File: src/rtl/id_ex_pipe_reg.sv
// Decode->execute pipeline register with load-use hazard detection, external stall and EX flush.
// Optional performance counters are enabled by defining ID_EX_PERF_CNT_EN.
module id_ex_pipe_reg #(
  parameter int unsigned XLEN       = 64,
  parameter int unsigned REG_ADDR_W = 5
) (
  input  logic                  i_clk,
  input  logic                  i_arst,
  input  logic                  i_instr_valid,
  input  logic [2:0]            i_result_src,
  input  logic [2:0]            i_alu_op,
  input  logic                  i_mem_we,
  input  logic                  i_reg_we,
  input  logic                  i_alu_src,
  input  logic                  i_branch,
  input  logic                  i_jump,
  input  logic [1:0]            i_forward_src,
  input  logic                  i_load_instr,
  input  logic [2:0]            i_func3,
  input  logic                  i_func7_5,
  input  logic [REG_ADDR_W-1:0] i_rs1_addr,
  input  logic [REG_ADDR_W-1:0] i_rs2_addr,
  input  logic [REG_ADDR_W-1:0] i_rd_addr,
  input  logic                  i_rs1_used,
  input  logic                  i_rs2_used,
  input  logic [XLEN-1:0]       i_rs1_data,
  input  logic [XLEN-1:0]       i_rs2_data,
  input  logic [XLEN-1:0]       i_imm_ext,
  input  logic [XLEN-1:0]       i_pc,
  input  logic [XLEN-1:0]       i_pc_plus4,
  input  logic                  i_stall_ext,
  input  logic                  i_flush,
  output logic [2:0]            o_result_src,
  output logic [2:0]            o_alu_op,
  output logic                  o_mem_we,
  output logic                  o_reg_we,
  output logic                  o_alu_src,
  output logic                  o_branch,
  output logic                  o_jump,
  output logic [1:0]            o_forward_src,
  output logic                  o_load_instr,
  output logic [2:0]            o_func3,
  output logic                  o_func7_5,
  output logic [REG_ADDR_W-1:0] o_rs1_addr,
  output logic [REG_ADDR_W-1:0] o_rs2_addr,
  output logic [REG_ADDR_W-1:0] o_rd_addr,
  output logic                  o_rs1_used,
  output logic                  o_rs2_used,
  output logic [XLEN-1:0]       o_rs1_data,
  output logic [XLEN-1:0]       o_rs2_data,
  output logic [XLEN-1:0]       o_imm_ext,
  output logic [XLEN-1:0]       o_pc,
  output logic [XLEN-1:0]       o_pc_plus4,
  output logic                  o_valid,
`ifdef ID_EX_PERF_CNT_EN
  output logic [31:0]           o_bubble_cnt,
  output logic [31:0]           o_stall_cnt,
`endif
  output logic                  o_stall_fd
);

  // Fields cleared when a bubble is injected.
  typedef struct packed {
    logic       valid;
    logic [2:0] result_src;
    logic [2:0] alu_op;
    logic       mem_we;
    logic       reg_we;
    logic       branch;
    logic       jump;
    logic [1:0] forward_src;
    logic       load_instr;
  } ctrl_t;

  // Fields that keep their previous value across a bubble.
  typedef struct packed {
    logic                  alu_src;
    logic [2:0]            func3;
    logic                  func7_5;
    logic [REG_ADDR_W-1:0] rs1_addr;
    logic [REG_ADDR_W-1:0] rs2_addr;
    logic [REG_ADDR_W-1:0] rd_addr;
    logic                  rs1_used;
    logic                  rs2_used;
    logic [XLEN-1:0]       rs1_data;
    logic [XLEN-1:0]       rs2_data;
    logic [XLEN-1:0]       imm_ext;
    logic [XLEN-1:0]       pc;
    logic [XLEN-1:0]       pc_plus4;
  } data_t;

  ctrl_t ctrl_d, ctrl_q, ctrl_in;
  data_t data_d, data_q, data_in;
  logic  hazard;
  logic  rs1_hit, rs2_hit;

  assign ctrl_in = '{
    valid:       i_instr_valid,
    result_src:  i_result_src,
    alu_op:      i_alu_op,
    mem_we:      i_mem_we,
    reg_we:      i_reg_we,
    branch:      i_branch,
    jump:        i_jump,
    forward_src: i_forward_src,
    load_instr:  i_load_instr
  };

  assign data_in = '{
    alu_src:  i_alu_src,
    func3:    i_func3,
    func7_5:  i_func7_5,
    rs1_addr: i_rs1_addr,
    rs2_addr: i_rs2_addr,
    rd_addr:  i_rd_addr,
    rs1_used: i_rs1_used,
    rs2_used: i_rs2_used,
    rs1_data: i_rs1_data,
    rs2_data: i_rs2_data,
    imm_ext:  i_imm_ext,
    pc:       i_pc,
    pc_plus4: i_pc_plus4
  };

  // Load in EX whose destination is read by the instruction sitting in decode.
  assign rs1_hit = i_rs1_used && (i_rs1_addr == data_q.rd_addr);
  assign rs2_hit = i_rs2_used && (i_rs2_addr == data_q.rd_addr);
  assign hazard  = ctrl_q.valid && ctrl_q.load_instr && (data_q.rd_addr != '0) &&
                   i_instr_valid && (rs1_hit || rs2_hit);

  assign o_stall_fd = i_stall_ext || (hazard && !i_flush);

  always_comb begin
    ctrl_d = ctrl_q;
    data_d = data_q;
    if (i_stall_ext) begin
      ctrl_d = ctrl_q;
    end else if (i_flush || hazard || !i_instr_valid) begin
      ctrl_d = '0;
    end else begin
      ctrl_d = ctrl_in;
      data_d = data_in;
    end
  end

  always_ff @(posedge i_clk or posedge i_arst) begin
    if (i_arst) begin
      ctrl_q <= '0;
      data_q <= '0;
    end else begin
      ctrl_q <= ctrl_d;
      data_q <= data_d;
    end
  end

  assign o_valid       = ctrl_q.valid;
  assign o_result_src  = ctrl_q.result_src;
  assign o_alu_op      = ctrl_q.alu_op;
  assign o_mem_we      = ctrl_q.mem_we;
  assign o_reg_we      = ctrl_q.reg_we;
  assign o_branch      = ctrl_q.branch;
  assign o_jump        = ctrl_q.jump;
  assign o_forward_src = ctrl_q.forward_src;
  assign o_load_instr  = ctrl_q.load_instr;
  assign o_alu_src     = data_q.alu_src;
  assign o_func3       = data_q.func3;
  assign o_func7_5     = data_q.func7_5;
  assign o_rs1_addr    = data_q.rs1_addr;
  assign o_rs2_addr    = data_q.rs2_addr;
  assign o_rd_addr     = data_q.rd_addr;
  assign o_rs1_used    = data_q.rs1_used;
  assign o_rs2_used    = data_q.rs2_used;
  assign o_rs1_data    = data_q.rs1_data;
  assign o_rs2_data    = data_q.rs2_data;
  assign o_imm_ext     = data_q.imm_ext;
  assign o_pc          = data_q.pc;
  assign o_pc_plus4    = data_q.pc_plus4;

`ifdef ID_EX_PERF_CNT_EN
  logic [31:0] bubble_cnt_d, bubble_cnt_q;
  logic [31:0] stall_cnt_d, stall_cnt_q;

  // Only hazard bubbles count; flush bubbles and stalled edges do not.
  always_comb begin
    bubble_cnt_d = bubble_cnt_q;
    stall_cnt_d  = stall_cnt_q;
    if (i_stall_ext && (stall_cnt_q != '1)) begin
      stall_cnt_d = stall_cnt_q + 32'd1;
    end
    if (!i_stall_ext && !i_flush && hazard && (bubble_cnt_q != '1)) begin
      bubble_cnt_d = bubble_cnt_q + 32'd1;
    end
  end

  always_ff @(posedge i_clk or posedge i_arst) begin
    if (i_arst) begin
      bubble_cnt_q <= '0;
      stall_cnt_q  <= '0;
    end else begin
      bubble_cnt_q <= bubble_cnt_d;
      stall_cnt_q  <= stall_cnt_d;
    end
  end

  assign o_bubble_cnt = bubble_cnt_q;
  assign o_stall_cnt  = stall_cnt_q;
`endif

endmodule

File: config.mk
export PLATFORM = sky130hd
export DESIGN_NAME = id_ex_pipe_reg
export DESIGN_NICKNAME = d
export VERILOG_FILES = /design/src/rtl/id_ex_pipe_reg.sv
export SDC_FILE = /design/constraint.sdc
export NUM_CORES = 1
export LEC_CHECK = 0
export ABC_AREA = 1
export ABC_CLOCK_PERIOD_IN_PS = 17250
export BUFFER_PORTS_ARGS = -buffer_cell sky130_fd_sc_hd__buf_2
export CORE_AREA = 2 2 279 281
export DETAILED_ROUTE_END_ITERATION = 12
export DIE_AREA = 0 0 281 283
export GPL_ROUTABILITY_DRIVEN = 1
export PLACE_DENSITY_LB_ADDON = 0.3
export SYNTH_ARGS = -nofsm -noshare
export SYNTH_HDL_FRONTEND = slang
export SYNTH_SLANG_ARGS = --single-unit
File: constraint.sdc
create_clock -name i_clk -period 17.25 [get_ports i_clk]
set_input_delay 1.725 -clock i_clk [delete_from_list [all_inputs] [get_ports i_clk]]
set_output_delay 1.725 -clock i_clk [all_outputs]
set_load 0.005 [all_outputs]
==> impl_metrics.ini, run 1 <==
[synthesis]
synth_area_leader_cell = dfrtp_1
synth_edf_count = 0
synth_top_area_share = 0.622
ys_seq_area_frac = 0.622
syn_nets = 1963
yosysWarnings = 0
postSynthAreaPerCell_sq_um = 8.94
synth.ff_latch_count = 356
synth_flop_cell = dfrtp_1
async_reset_ff_frac = 1.00
synth_area_sq_um = 14300
synth.area.top_cells = dfrtp_1, nand2_1, nand3_1, buf_2, buf_4
synthCells = 1603
yosys-top-cells-count = nand2_1, nand3_1, dfrtp_1
yosysMostFrequentCell = nand2_1
synth_cell_type_count = 16

[floorplanning]
std_cell_rows = 102
initial_core_util = 0.187
die_area_sq_um = 79500
pin_count = 717
fp.dieW_um = 281
die_h_um = 283
core_region_area_sq_um = 76700

[min_path]
hp-class = reg2reg
hold_end = o_rs2_data[1]$_DFFE_PP0P_
holdPathStages = 2
hp-start = o_rs2_data[1]$_DFFE_PP0P_

[critical_path]
r2r_slack_ns = 13.65
path_class = in2out
crit_arrival_ns = 3.12
reg2reg_depth = 11
worstPathRequired_ns = 15.52
worstReg2RegStart = o_rd_addr[2]$_DFFE_PP0P_
path_max_fanout = 81
start_kind = input port
endpoint_kind = output port
r2r-end = o_pc[24]$_DFFE_PP0P_

[timing]
period_needed_ns = 4.85
slew_viol_final = 81
fin_skew_ns = 0.0187
setup_ws_ns = 12.40
setup_viol = 0
max_slew_margin = -0.0660
finalCritPeriodShare = 0.281
finalHoldViolCount = 0
worst_pin_slew_ns = 1.60
rsz0062_at_grt = no
setup-tns-final_ns = 0
maxClockFrequency_mhz = 206

[layout]
ff_latch_area_sq_um = 8910
fin_cells = 3337
nets = 2618
post_route_cells_drive_above_1_share = 0.348
fill_cells = 8455
multi_input_area_sq_um = 4680
fin_util = 0.261
syn2layout_area_growth_pct = 39.9
design_area_sq_um = 20000

[grt]
grt_max_degree = 214
gr-total-overflow = 0
grtUsageTotal = 0.125
grt_pass1_vias = 13000
grt_first_pass_wirelength_um = 78300
grt_antenna_before_repair = 12

[power]
peakVddDrop_uv = 53.3
leakagePower_nw = 11.4
power.density_nw_per_um2 = 114

[placement]
placed_area_sq_um = 18700
hpwl_um = 36000
place_inst = 3254
numPortBuffers = 716
place_worst_setup_slack_ns = 12.40
finalWeightedCongestion = 0.825

[clock_network]
clock_path_buffers = 3
cts_buffers = 42
cts_resized = 0
clk_pin_slew_ns = 0.06
cts.sinks = 356
insertion_delay_ns = 0.55
cts_hold_buffers = 0
cts_setup_buffers = 0
cts_tree = yes
cts-root-buf = clkbuf_16
h-tree-depth = 2

[routing]
wl_per_cell_um = 15.5
detail-route-antenna-nets = 0
viasPerCell = 3.94
num_vias = 13200
routed_wl_um = 51800
drt-pass1-iter-count = 5
dr.first_iter.drc_count = 739
drc = 0

[run_status]
status = complete, but fails checks
violations = max-slew violations

[run]
maxCapViolCount = 0
==> cell usage in the layout, fill, tap and decap left out <==
cell type / netlist / final
bufinv_16: 0 / 2
nand4_1: 2 / 2
nand3_1: 357 / 357
clkinv_2: 0 / 8
o21bai_1: 1 / 1
diode_2: 0 / 7
dfrtp_1: 356 / 356
nand2_8: 0 / 2
nor3b_4: 1 / 1
nand2_1: 741 / 741
nor2_1: 9 / 9
buf_4: 18 / 9
clkinvlp_4: 0 / 1
buf_12: 0 / 3
inv_6: 0 / 1
inv_8: 0 / 1
inv_2: 2 / 2
buf_2: 79 / 716
clkbuf_16: 0 / 43
clkbuf_1: 5 / 12
clkinv_4: 0 / 1
clkbuf_8: 0 / 8
inv_1: 15 / 14
==> flip-flops by register name (all words and copies together), names as in the netlist, 2 cells and up <==
register / count
o_rs1_data: 64
o_alu_op: 3
o_pc_plus4: 64
o_forward_src: 2
o_result_src: 3
o_rs2_addr: 5
o_imm_ext: 64
o_pc: 64
o_func3: 3
o_rs1_addr: 5
o_rd_addr: 5
o_rs2_data: 64
==> worst max-delay path, cell delays in order <==
cell      delay [ns]
buf_2           0.09
inv_1           0.04
nand2_1         0.05
nand2_1         0.05
nor2_1          0.13
nand3_1         0.11
nand2_1         0.16
nand2_8         0.35
o21bai_1        0.26
buf_2           0.14
==> layout make-up <==
| type | count | share of cell area |
|---|---|---|
| clock inverters | 13 | 0.00624 |
| clock buffers | 63 | 0.0614 |
| diodes | 7 | 0.000874 |
| flip-flops and latches | 356 | 0.444 |
| well taps | 1040 | 0.0649 |
| inverters | 17 | 0.00356 |
| repair buffers | 728 | 0.185 |
| multi-input cells | 1113 | 0.233 |
==> worst max-delay path by stage <==
stage | slack (ns) | depth (start not counted) | start | end
2_1_floorplan | 5.65 | 1 | i_arst | o_alu_op[0]$_DFFE_PP0N_
3_5_place_dp | 12.40 | 10 | i_rs1_addr[1] | o_stall_fd
4_1_cts | 12.39 | 10 | i_rs1_addr[1] | o_stall_fd
5_1_grt | 12.27 | 10 | i_rs1_addr[2] | o_stall_fd
3_3_place_gp | 12.42 | 12 | i_rs1_addr[1] | o_rs1_data[21]$_DFFE_PP0P_
6_report | 12.40 | 10 | i_rs1_addr[1] | o_stall_fd
==> cells by family after synthesis <==
logic type / count (synthesis) / share of synthesized area
simple gates: 1112 / 0.325
flops: 356 / 0.622
buf+inv: 134 / 0.0530
compound gates: 1 / 0.000524
==> metal layers <==
layer	vias to the layer above	global-route usage	share of wire
met3	66	0.0389	0.079
met4	8	0.0362	0.021
met1	6211	0.149	0.41
met5	-	0	0.0010
li1	6435	-	-
met2	431	0.214	0.49
==> stage by stage <==
step	hold WS, ns	total power [mW]
finish	0.460	2.29
detailed placement	0.453	1.44
floorplan	0.465	1.20
CTS	0.467	2.35
global placement	0.449	1.44
global route	0.475	2.43
==> where the power goes <==
group          internal, mW  switching [mW]  total (mW)  leakage [nW]
clock                 0.523           0.357       0.880         0.670
combinational         0.173           0.210       0.382          6.29
sequential            0.965          0.0677        1.03          4.46
total                  1.66           0.635        2.29          11.4
Note: power is estimated with default switching activity, not from simulation.
==> run 2, diff against run 1 <==
--- a/config.mk
+++ b/config.mk
@@ -6,7 +6,7 @@
 export NUM_CORES = 1
 export LEC_CHECK = 0
 export ABC_AREA = 1
-export ABC_CLOCK_PERIOD_IN_PS = 17250
+export ABC_CLOCK_PERIOD_IN_PS = 4800
 export BUFFER_PORTS_ARGS = -buffer_cell sky130_fd_sc_hd__buf_2
 export CORE_AREA = 2 2 279 281
 export DETAILED_ROUTE_END_ITERATION = 12
==> constraint.sdc (replaced) <==
create_clock -name i_clk -period 4.8 [get_ports i_clk]
set_input_delay 0.48 -clock i_clk [delete_from_list [all_inputs] [get_ports i_clk]]
set_output_delay 0.48 -clock i_clk [all_outputs]
set_load 0.005 [all_outputs]
==> impl_metrics.ini, run 2 (synthesis gave the netlist of run 1 again) <==
[clock_network]
cts_setup_buffers = 0
insertion_delay_ns = 0.54
cts_buffers = 41
clk_pin_slew_ns = 0.06
clock_path_buffers = 3
cts.sinks = 356
h-tree-depth = 2
cts_tree = yes
cts-root-buf = clkbuf_16
cts_resized = 0
cts_hold_buffers = 0

[timing]
fin_skew_ns = 0.0103
finalCritPeriodShare = 0.615
maxClockFrequency_mhz = 339
slew_viol_final = 0
rsz0062_at_grt = no
finalHoldViolCount = 0
setup_ws_ns = 1.85
max_slew_margin = 0.312
setup-tns-final_ns = 0
period_needed_ns = 2.95
worst_pin_slew_ns = 1.03
setup_viol = 0

[floorplanning]
std_cell_rows = 102
die_area_sq_um = 79500
fp.dieW_um = 281
core_region_area_sq_um = 76700
initial_core_util = 0.187
die_h_um = 283
pin_count = 717

[grt]
grt_pass1_vias = 13000
grtUsageTotal = 0.122
gr-total-overflow = 0
grt_antenna_before_repair = 9
grt_first_pass_wirelength_um = 77100
grt_max_degree = 168

[routing]
drc = 0
dr.first_iter.drc_count = 674
detail-route-antenna-nets = 0
num_vias = 13200
drt-pass1-iter-count = 5
routed_wl_um = 50500
viasPerCell = 3.94
wl_per_cell_um = 15.1

[power]
power.density_nw_per_um2 = 402
leakagePower_nw = 11.4
total_power_mw = 8.07
peakVddDrop_uv = 195

[placement]
numPortBuffers = 716
finalWeightedCongestion = 0.837
place_inst = 3262
place_worst_setup_slack_ns = 1.69
hpwl_um = 35500

[layout]
fin_cells = 3339
fin_util = 0.262
final_common_cell = nand2_1
syn2layout_area_growth_pct = 40.1
nets = 2625
final_cell_mix = nand2_1, buf_2, nand3_1, dfrtp_1, clkbuf_16
post_route_cells_drive_above_1_share = 0.349

[critical_path]
cp_slowest_stage_delay_ns = 0.77
critPathBufInv = 2
worstPathRequired_ns = 5.27
r2r_slack_ns = 1.85
crit_top_cell = nand2_1
endpoint_kind = register
cp_top_family = simple AND/OR/NAND/NOR gates
path_class = reg2reg
cp-startpoint = o_rd_addr[1]$_DFFE_PP0P_
r2r-end = o_imm_ext[27]$_DFFE_PP0P_
path_depth = 11
reg2reg_depth = 11
crit_slowest_cell = nand2_8
crit_arrival_ns = 3.43
start_kind = register
worstReg2RegStart = o_rd_addr[1]$_DFFE_PP0P_
cp-endpoint = o_imm_ext[27]$_DFFE_PP0P_
path_max_fanout = 117
crit_chain = inv_1, nand2_1, nand2_1, nor2_1, nand3_1, nand2_1, nand2_8, nand2_8, buf_4, nand2_1, nand2_1

[run]
maxCapViolCount = 0

[min_path]
hp-class = in2async

[run_status]
status = finished, final reports clean
## run 2: metal layers
| layer | GRT usage | part of all wire |
|---|---|---|
| met3 | 0.0359 | 0.079 |
| met5 | 0 | 0.00046 |
| met4 | 0.0420 | 0.027 |
| met1 | 0.146 | 0.40 |
| met2 | 0.206 | 0.49 |
## run 2: area by class of cell
cell class                 count  area (sq um)
fill                        8410         56600
sequential                   356          8910
multi-input combinational   1113          4680
timing repair buffer         736          3850
tap                         1040          1300
clock buffer                  59          1160
clock inverter                11          88.8
inverter                      17          67.6
antenna                        7          17.5
## run 2: worst min path at each step
stage                                from                    endpoint  slack (ns)  cells after the start
2_1_floorplan   o_rs1_data[0]$_DFFE_PP0P_   o_rs1_data[0]$_DFFE_PP0P_        0.47                      2
3_3_place_gp   o_rs1_data[58]$_DFFE_PP0P_  o_rs1_data[58]$_DFFE_PP0P_        0.45                      2
3_5_place_dp    o_imm_ext[47]$_DFFE_PP0P_   o_imm_ext[47]$_DFFE_PP0P_        0.45                      2
4_1_cts                            i_arst   o_rs1_data[0]$_DFFE_PP0P_        0.04                      2
5_1_grt                            i_arst   o_rs1_data[0]$_DFFE_PP0P_        0.09                      2
6_report                           i_arst   o_rs1_data[0]$_DFFE_PP0P_        0.08                      2
## run 2: where the power goes
group | internal, mW | total [mW] | leakage, nW | switching, mW
Clock | 1.73 | 2.98 | 0.615 | 1.25
Sequential | 3.47 | 3.72 | 4.46 | 0.249
Combinational | 0.628 | 1.37 | 6.35 | 0.739
Total | 5.83 | 8.07 | 11.4 | 2.24
## run 2: stage by stage
step | instance area, sq um | hold WS [ns]
CTS | 20100 | 0.0377
detailed placement | 18800 | 0.453
finish | 20100 | 0.0806
global placement | 18800 | 0.449
floorplan | 14300 | 0.465
global route | 20100 | 0.0880
==> run 3, diff against run 2 <==
--- a/config.mk
+++ b/config.mk
@@ -6,7 +6,7 @@
 export NUM_CORES = 1
 export LEC_CHECK = 0
 export ABC_AREA = 1
-export ABC_CLOCK_PERIOD_IN_PS = 4800
+export ABC_CLOCK_PERIOD_IN_PS = 2610
 export BUFFER_PORTS_ARGS = -buffer_cell sky130_fd_sc_hd__buf_2
 export CORE_AREA = 2 2 279 281
 export DETAILED_ROUTE_END_ITERATION = 12
==> constraint.sdc (replaced) <==
create_clock -name i_clk -period 2.61 [get_ports i_clk]
set_input_delay 0.261 -clock i_clk [delete_from_list [all_inputs] [get_ports i_clk]]
set_output_delay 0.261 -clock i_clk [all_outputs]
set_load 0.005 [all_outputs]
==> impl_metrics.ini, run 3 (synthesis gave the netlist of run 1 again) <==
[routing]
dr.first_iter.drc_count = 697
detail-route-antenna-nets = 0
drt-pass1-iter-count = 5
viasPerCell = 3.98
num_vias = 14800
routed_wl_um = 54700
drc = 0
wl_per_cell_um = 14.7

[grt]
grt_max_degree = 108
grt_pass1_vias = 15300
grt_antenna_before_repair = 4
grtUsageTotal = 0.132
grt_first_pass_wirelength_um = 85100
gr-total-overflow = 0

[timing]
setup-tns-final_ns = 0
slew_viol_final = 0
max_slew_margin = 0.588
worst_pin_slew_ns = 0.618
finalHoldViolCount = 0
fin_skew_ns = 0.0190
period_needed_ns = 2.40
finalCritPeriodShare = 0.920
fin_hold_ws_ns = 0.0259
setup_viol = 0
maxClockFrequency_mhz = 417
rsz0062_at_grt = no

[floorplanning]
die_h_um = 283
core_region_area_sq_um = 76700
std_cell_rows = 102
fp.dieW_um = 281
die_area_sq_um = 79500
pin_count = 717
initial_core_util = 0.187

[layout]
final_cell_mix = nand2_1, buf_2, nand3_1, dfrtp_1, dlygate4sd3_1
design_area_sq_um = 24000
post_route_cells_drive_above_1_share = 0.316
syn2layout_area_growth_pct = 67.4
final_common_cell = nand2_1
nets = 3012
fill_cells = 8014

[clock_network]
insertion_delay_ns = 0.55
cts-root-buf = clkbuf_16
cts_buffers = 41
cts_setup_buffers = 0
cts.sinks = 356
h-tree-depth = 2
clock_path_buffers = 3
cts_tree = yes
clk_pin_slew_ns = 0.06

[critical_path]
path_depth = 10
crit_arrival_ns = 2.14
reg2reg_depth = 11
crit_top_cell = nand2_1
path_class = reg2out
path_max_fanout = 65
critPathBufInv = 3
worstPathRequired_ns = 2.35
cp_top_family = simple AND/OR/NAND/NOR gates
crit_slowest_cell = dfrtp_1
r2r_slack_ns = 0.58
endpoint_kind = output port
start_kind = register
crit_chain = inv_1, nand2_1, nand2_1, nor2_1, nand3_1, nand2_1, nand2_8, buf_12, o21bai_2, buf_2
cp_slowest_stage_delay_ns = 0.40

[power]
power_switching_mw = 4.26
swShare = 0.274
seq_power_share = 0.441
leakagePower_nw = 13.1
power.density_nw_per_um2 = 647
p_int_mw = 11.3
clkPwrFrac = 0.365
peakVddDrop_uv = 429
combPwrFrac = 0.195

[min_path]
hp-class = in2reg
holdPathStages = 3

[placement]
numPortBuffers = 716
placed_area_sq_um = 19200
finalWeightedCongestion = 0.792
hpwl_um = 38000

[run]
maxCapViolCount = 0

[run_status]
status = finished, final reports clean
==> run 3: cell types whose count changed in the layout (fill, tap and decap cells not counted), moves of 5 or more <==
cell           change
dlygate4sd3_1    +343
buf_12             +8
buf_4             +36
diode_2            -5
==> run 3: cell type report <==
type                       instances  area [sq um]  area share
antenna                            2          5.00    0.000209
timing repair buffer            1123          7710       0.321
multi-input combinational       1113          4680       0.195
sequential                       356          8910       0.371
inverter                          17          67.6     0.00282
clock inverter                     7          63.8     0.00266
tap                             1040          1300      0.0542
clock buffer                      64          1240      0.0519
==> run 3: what timing repair did <==
item,in CTS,in global routing
endpoints found under the hold margin,349,0
hold buffers,343,0
gates resized for setup,0,3
endpoints found under the setup margin,0,1
==> run 3: layer usage <==
metal  GRT usage  share of wire  vias up
met4      0.0497          0.036        2
met1       0.156           0.41     6981
met2       0.226           0.49      515
met3      0.0352          0.071      113
li1            -              -     7206
met5           0        0.00015        -
==> run 3: path summary, 6_finish.rpt <==
path | startpoint | end
setup / recovery | o_rd_addr[4]$_DFFE_PP0P_ | o_stall_fd
hold / removal | i_imm_ext[32] | o_imm_ext[32]$_DFFE_PP0P_
min in group asynchronous | i_arst | o_rs2_data[47]$_DFFE_PP0P_
max in group asynchronous | i_arst | o_pc[38]$_DFFE_PP0P_
hold reg to reg | o_pc_plus4[13]$_DFFE_PP0P_ | o_pc_plus4[13]$_DFFE_PP0P_
setup reg to reg | o_rd_addr[4]$_DFFE_PP0P_ | o_imm_ext[62]$_DFFE_PP0P_
==> run 3: per-stage QoR <==
step / utilization / setup slack [ns] / total power [mW] / std cells
3_3_place_gp: 0.251 / 0.564 / 9.53 / 3306
3_5_place_dp: 0.251 / 0.557 / 9.56 / 3306
5_1_grt: 0.313 / 0.0169 / 16.4 / 3720
4_1_cts: 0.313 / 0.0159 / 15.8 / 3720
2_1_floorplan: - / -2.42 / 7.94 / 1603
6_report: 0.313 / 0.210 / 15.5 / 3722
==> run 3: power groups by stage <==
stage	Clock (mW)	Sequential, mW	Combinational [mW]
after floorplan	0	7.00	0.939
after global placement	0	6.91	2.62
after detailed placement	0	6.91	2.64
after CTS	5.91	6.84	3.05
after global routing	6.12	6.95	3.38
final	5.67	6.84	3.02
==> run 3: worst reg2reg max path, delay by kind of cell, from the launching register on <==
family	cells	cell delay (ns)
buf+inv	3	0.82
flops	1	0.41
simple gates	8	0.76
